### config.mk
export PLATFORM = sky130hd
export DESIGN_NAME = exc_int_ctrl
export DESIGN_NICKNAME = d
export VERILOG_FILES = /design/src/rtl/exc_pkg.sv /design/src/rtl/exc_prio_enc.sv /design/src/rtl/exc_int_ctrl.sv
export SDC_FILE = /design/constraint.sdc
export NUM_CORES = 1
export LEC_CHECK = 0
export CORE_ASPECT_RATIO = 0.5
export CORE_MARGIN = 2
export CORE_UTILIZATION = 38
export DETAILED_ROUTE_END_ITERATION = 7
export GPL_TIMING_DRIVEN = 0
export HOLD_SLACK_MARGIN = 0.15
export MAX_ROUTING_LAYER = met4
export PLACE_DENSITY = 0.81
export SLEW_MARGIN = 20
export SYNTH_ARGS = -nofsm -noshare
export SYNTH_HDL_FRONTEND = slang
export SYNTH_SLANG_ARGS = --single-unit
### constraint.sdc
create_clock -name clk -period 2.9 [get_ports clk]
set_input_delay 0.29 -clock clk [delete_from_list [all_inputs] [get_ports clk]]
set_output_delay 0.29 -clock clk [all_outputs]
set_load 0.05 [all_outputs]
### src/rtl/exc_pkg.sv
// rtl/exc_pkg.sv - shared constants and FSM state type for the exception/interrupt sequencer
//
// Purpose : ECODE values, WB exception flag bit positions and sequencer state encoding.
// Ports   : none (package)
package exc_pkg;

   localparam int INT_W = 13;
   localparam int EXC_W = 5;

   // Bit positions inside the ws_exc flag vector
   localparam int EXC_ADEF = 0;
   localparam int EXC_INE  = 1;
   localparam int EXC_SYS  = 2;
   localparam int EXC_BRK  = 3;
   localparam int EXC_ALE  = 4;

   // Interrupt line that never qualifies as a pending interrupt
   localparam int INT_MASKED_BIT = 10;

   localparam logic [5:0] ECODE_INT  = 6'h00;
   localparam logic [5:0] ECODE_ADEF = 6'h08;
   localparam logic [5:0] ECODE_ALE  = 6'h09;
   localparam logic [5:0] ECODE_SYS  = 6'h0B;
   localparam logic [5:0] ECODE_BRK  = 6'h0C;
   localparam logic [5:0] ECODE_INE  = 6'h0D;

   typedef enum logic [1:0] {
      ST_IDLE     = 2'd0,
      ST_COMMIT   = 2'd1,
      ST_WAIT_ACK = 2'd2
   } state_e;

endpackage

### src/rtl/exc_prio_enc.sv
// rtl/exc_prio_enc.sv - interrupt qualification and exception priority encoder
//
// Purpose : combinational; qualifies interrupts and picks the highest-priority event.
// Ports   : crmd_ie_i, estat_is_i, ecfg_lie_i  interrupt enable / status / local enable
//           exc_i                              WB exception flags
//           hit_o                              an interrupt or exception is present
//           ecode_o, esubcode_o                codes of the winning event
//           is_int_o                           winning event is an interrupt
module exc_prio_enc
   import exc_pkg::*;
#(
   parameter int INT_W = 13,
   parameter int EXC_W = 5
) (
   input  logic             crmd_ie_i,
   input  logic [INT_W-1:0] estat_is_i,
   input  logic [INT_W-1:0] ecfg_lie_i,
   input  logic [EXC_W-1:0] exc_i,
   output logic             hit_o,
   output logic [5:0]       ecode_o,
   output logic [8:0]       esubcode_o,
   output logic             is_int_o
);

   logic [INT_W-1:0] int_mask;
   logic             int_pend;

   assign int_mask   = ~(INT_W'(1) << INT_MASKED_BIT);
   assign int_pend   = crmd_ie_i & (|(estat_is_i & ecfg_lie_i & int_mask));
   assign esubcode_o = 9'd0;

   always_comb begin
      hit_o    = 1'b1;
      ecode_o  = ECODE_INT;
      is_int_o = 1'b0;
      if (int_pend) begin
         is_int_o = 1'b1;
      end else if (exc_i[EXC_ADEF]) begin
         ecode_o = ECODE_ADEF;
      end else if (exc_i[EXC_INE]) begin
         ecode_o = ECODE_INE;
      end else if (exc_i[EXC_SYS]) begin
         ecode_o = ECODE_SYS;
      end else if (exc_i[EXC_BRK]) begin
         ecode_o = ECODE_BRK;
      end else if (exc_i[EXC_ALE]) begin
         ecode_o = ECODE_ALE;
      end else begin
         hit_o = 1'b0;
      end
   end

endmodule

### src/rtl/exc_int_ctrl.sv
// rtl/exc_int_ctrl.sv - exception/interrupt sequencer between WB and the CSR file
//
// Purpose : commits one exception or ERTN per event into the CSR file and runs a
//           flush + redirect handshake with fetch, holding WB off until acknowledged.
// Ports   : clk, reset                      clock, synchronous active-high reset
//           ws_valid/pc/exc/vaddr/ertn      WB instruction and its exception info
//           csr_crmd_ie/estat_is/ecfg_lie   interrupt qualification inputs
//           csr_eentry, csr_era             redirect targets
//           ws_allowin                      WB may retire
//           wb_ex/ecode/esubcode/pc/vaddr   exception commit to CSR file
//           ertn_flush                      ERTN commit to CSR file
//           flush_req, redirect_pc          redirect request to fetch
//           redirect_ack                    fetch accepted the redirect
module exc_int_ctrl
   import exc_pkg::*;
#(
   parameter int INT_W = 13,
   parameter int EXC_W = 5
) (
   input  logic             clk,
   input  logic             reset,
   input  logic             ws_valid,
   input  logic [31:0]      ws_pc,
   input  logic [EXC_W-1:0] ws_exc,
   input  logic [31:0]      ws_vaddr,
   input  logic             ws_ertn,
   input  logic             csr_crmd_ie,
   input  logic [INT_W-1:0] csr_estat_is,
   input  logic [INT_W-1:0] csr_ecfg_lie,
   input  logic [31:0]      csr_eentry,
   input  logic [31:0]      csr_era,
   output logic             ws_allowin,
   output logic             wb_ex,
   output logic [5:0]       wb_ecode,
   output logic [8:0]       wb_esubcode,
   output logic [31:0]      wb_pc,
   output logic [31:0]      wb_vaddr,
   output logic             ertn_flush,
   output logic             flush_req,
   output logic [31:0]      redirect_pc,
   input  logic             redirect_ack
);

   state_e      state_q, state_d;
   logic [5:0]  ecode_q, ecode_d;
   logic [8:0]  esub_q, esub_d;
   logic [31:0] pc_q, pc_d;
   logic [31:0] vaddr_q, vaddr_d;
   logic        ertn_q, ertn_d;
   logic [31:0] redir_q, redir_d;

   logic        enc_hit;
   logic [5:0]  enc_ecode;
   logic [8:0]  enc_esub;
   logic        enc_is_int;
   logic        event_det;

   exc_prio_enc #(.INT_W(INT_W), .EXC_W(EXC_W)) u_prio (
      .crmd_ie_i  (csr_crmd_ie),
      .estat_is_i (csr_estat_is),
      .ecfg_lie_i (csr_ecfg_lie),
      .exc_i      (ws_exc),
      .hit_o      (enc_hit),
      .ecode_o    (enc_ecode),
      .esubcode_o (enc_esub),
      .is_int_o   (enc_is_int)
   );

   // Interrupts need a valid WB instruction so ERA has something to point at
   assign event_det = ws_valid & (enc_hit | ws_ertn);

   always_ff @(posedge clk) begin
      if (reset) begin
         state_q <= ST_IDLE;
         ecode_q <= 6'd0;
         esub_q  <= 9'd0;
         pc_q    <= 32'd0;
         vaddr_q <= 32'd0;
         ertn_q  <= 1'b0;
         redir_q <= 32'd0;
      end else begin
         state_q <= state_d;
         ecode_q <= ecode_d;
         esub_q  <= esub_d;
         pc_q    <= pc_d;
         vaddr_q <= vaddr_d;
         ertn_q  <= ertn_d;
         redir_q <= redir_d;
      end
   end

   always_comb begin
      state_d     = state_q;
      ecode_d     = ecode_q;
      esub_d      = esub_q;
      pc_d        = pc_q;
      vaddr_d     = vaddr_q;
      ertn_d      = ertn_q;
      redir_d     = redir_q;
      ws_allowin  = 1'b0;
      wb_ex       = 1'b0;
      ertn_flush  = 1'b0;
      flush_req   = 1'b0;
      redirect_pc = redir_q;

      unique case (state_q)
         ST_IDLE: begin
            ws_allowin = ~event_det;
            if (event_det) begin
               state_d = ST_COMMIT;
               // Any exception or interrupt outranks ERTN on the same instruction
               ertn_d  = ~enc_hit;
               ecode_d = enc_ecode;
               esub_d  = enc_esub;
               pc_d    = ws_pc;
               if (enc_hit && !enc_is_int && enc_ecode == ECODE_ADEF) begin
                  vaddr_d = ws_pc;
               end else if (enc_hit && !enc_is_int && enc_ecode == ECODE_ALE) begin
                  vaddr_d = ws_vaddr;
               end else begin
                  vaddr_d = 32'd0;
               end
            end
         end
         ST_COMMIT: begin
            wb_ex       = ~ertn_q;
            ertn_flush  = ertn_q;
            flush_req   = 1'b1;
            // Target is sampled now and held for the rest of the handshake
            redirect_pc = ertn_q ? csr_era : csr_eentry;
            redir_d     = redirect_pc;
            state_d     = redirect_ack ? ST_IDLE : ST_WAIT_ACK;
         end
         ST_WAIT_ACK: begin
            flush_req = 1'b1;
            if (redirect_ack) begin
               state_d = ST_IDLE;
            end
         end
         default: begin
            state_d = ST_IDLE;
         end
      endcase
   end

   assign wb_ecode    = ecode_q;
   assign wb_esubcode = esub_q;
   assign wb_pc       = pc_q;
   assign wb_vaddr    = vaddr_q;

endmodule

==> metrics.cfg <==
[run_status]
status=completed

[global_route]
antenna_found_initial=0
grt_pass1_wl_um=25300
overflow=0
grt_use_total_pct=23.8
first_global_vias=4963
grt_max_degree=17

[placed_design]
place_area_mm2=0.00772
port_buffers=265
place_congestion=0.835
hpwl_um=12600
placed_cells=957
dp_slack_ns=-0.416

[worst_setup_path]
path_delay_family=simple AND/OR/NAND/NOR gates
crit_type=primary input to output pin
rr_endpoint=wb_pc[22]
max_stage_delay_ns=0.47
slowest_stage=clkdlybuf4s50_1
worstSetupStartpointType=primary input
r2r-start=state_q[1]
worstSetupEndpointType=output pin
crit_required_ns=2.61
cp_max_fo=10
arrival_ns=2.48
ff2ff_setup_slack_ns=0.85
worstPathCellList=clkdlybuf4s50_1 -> or3_4 -> or4_4 -> nand4b_4 -> nand2_1 -> and2_1 -> buf_2
ff2ff_path_depth=6
crit_buf_inv=2

[hold_path]
min_from=ws_exc[0]
holdCritPathClass=primary input to flip-flop
hold_path_depth=3
min_to=wb_ecode[2]

[drt]
drt_iter0_markers=264
wire_per_inst_um=16.6
vias=5004
drc=0
wl_met2_um=8050
ant_nets=0
highest_layer=met4
first_pass_iters=5
viasPerCell=5.14
wirelength_met1_um=6620
wirelength_um=16100
met3_length_um=1120

[timing]
final_hold_viol_count=0
setup_viol=0
rsz0062_at_grt=no
worstMarginPinSlew_ns=0.584
timing.final.crit_share_pct=95.4
tns_ns=0
maxSlewViolCount=0
min_period_ns=2.77
setup_slack_ns=0.132
clock.fmax_ghz=0.361
finalClockSkew_ns=0.00586
maxSlewHeadroom_pct=61.1

[power_and_ir_drop]
p_leak_uw=0.00301
ir_drop_mv=0.264
p_per_area_mw_per_mm2=527

[synth]
synth_cell_types=38
synth_top_area_share_pct=42.8
ys_top_cells_by_count=dfxtp_1, clkbuf_1, inv_1, mux2i_1, nor2_1
synthTopCellsByArea=dfxtp_1, mux2i_1, o2bb2ai_1, a311oi_1, a31o_1
syn_area_mm2=0.00482
ys_seq_elements=103
yosysMostFrequentCell=dfxtp_1
async_flop_share_pct=0
yosysWarningCount=0
postSynthCellCount=512
synth_area_leader_cell=dfxtp_1
ys_seq_area_share_pct=42.8
yosys_most_used_dff=dfxtp_1
synth_enable_flop_cells=0
avgSynthCellArea_um2=9.41

[clocking]
clk_path_buf_depth=2
numCtsBuffers=9
cts_setup_buffers=0
holdBufCountCts=0
clk_pin_slew_worst_paths_ns=0.07
cts-root-buf=clkbuf_16
cts_tree=done
h-tree-depth=3
cts.sinks=103
cts_resized=31
insertion_delay_ns=0.34

[floorplanning]
initial_core_util_pct=38.5
pin_count=280
fp-row-count=29
die_w_um=163
die_h_um=83.6
dieArea_mm2=0.0136
coreArea_mm2=0.0125

[final_layout]
syn_to_final_growth_pct=66.2
layout-drive-gt1-share_pct=5.73
finalNonFillerCells=973
fin_nets=966
insertedDiodeCount=0
final_cell_area_mm2=0.00800

[flow_run]
cap_violations=0

==> cell usage in the layout (no fill, tap or decap), drive strengths merged, types with 2 or more instances in the layout <==
cell / Yosys / layout
a21oi: 33 / 33
a221oi: 3 / 3
a22o: 4 / 4
a22oi: 32 / 32
a311oi: 32 / 32
a31o: 32 / 32
a31oi: 4 / 4
and2: 34 / 34
buf: 27 / 28
clkbuf: 36 / 47
clkdlybuf4s50: 0 / 234
clkinv: 1 / 3
conb: 1 / 11
dfxtp: 103 / 103
dlygate4sd2: 0 / 24
dlymetal6s2s: 0 / 6
ha: 3 / 3
inv: 36 / 37
mux2i: 35 / 35
nand2: 6 / 6
nor2: 35 / 35
nor2b: 4 / 4
nor3: 4 / 4
o2bb2ai: 33 / 33
or3: 2 / 2
or4: 3 / 3
==> registers in the layout, indices dropped and copies added (netlist names) <==
| name | cells |
|---|---|
| redir_q | 32 |
| wb_vaddr | 32 |
| state_q | 2 |
| wb_ecode | 4 |
| wb_pc | 32 |
| ertn_q | 1 |
==> kinds of logic (layout without fill, tap and decap cells) <==
| logic type | after synthesis | in the layout | share of synthesized area, % |
|---|---|---|---|
| muxes | 35 | 35 | 7.27 |
| and+or+nand+nor | 93 | 93 | 10.6 |
| other | 1 | 11 | 0.0778 |
| adders and majority gates | 3 | 3 | 0.779 |
| AOI/OAI and AO/OA | 177 | 177 | 28.8 |
| buffers and inverters | 100 | 381 | 9.66 |
| DFF | 103 | 103 | 42.8 |
==> per-stage QoR <==
step | hold WS, ns | util [%] | power [uW]
6_report | 0.294 | 63.9 | 4220
5_1_grt | 0.303 | 63.9 | 4400
4_1_cts | 0.276 | 63.9 | 4260
3_5_place_dp | 0.446 | 61.7 | 3090
3_3_place_gp | 0.443 | 61.7 | 3070
2_1_floorplan | 0.425 | - | 2470
==> worst max-delay path by stage <==
stage | startpoint | to | slack [ns] | cells past startpoint
global route | ws_exc[1] | ws_allowin | 0.01 | 7
floorplan | ertn_q | redirect_pc[10] | 0.56 | 4
finish | ws_exc[1] | ws_allowin | 0.13 | 7
CTS | ertn_q | redirect_pc[5] | 0.001 | 5
detailed placement | ws_exc[1] | ws_allowin | -0.42 | 7
global placement | ws_exc[1] | ws_allowin | -0.40 | 7
==> tightest hold or removal path, cell delays in order <==
cell,delay (ns)
buf_6,0.11
or4_1,0.11
mux2i_1,0.06
==> routing by layer <==
layer / vias up / track usage (%)
li1: 2428 / -
met4: 0 / 6.28
met3: 29 / 5.96
met2: 152 / 41.9
met1: 2395 / 27.0
met5: - / -
==> layout make-up <==
type	instances	area (um2)
fill	1067	4510
timing repair buffer	265	2630
multi-input combinational	319	2330
sequential	103	2060
buffer	63	332
clock buffer	11	243
tap	170	213
inverter	37	139
clock inverter	5	56.3
==> power breakdown <==
group	switching (uW)	internal, uW	total, uW
sequential	39.3	1520	1560
combinational	900	549	1450
clock	521	694	1210
total	1460	2760	4220
Note: power is estimated with default switching activity, not from simulation.
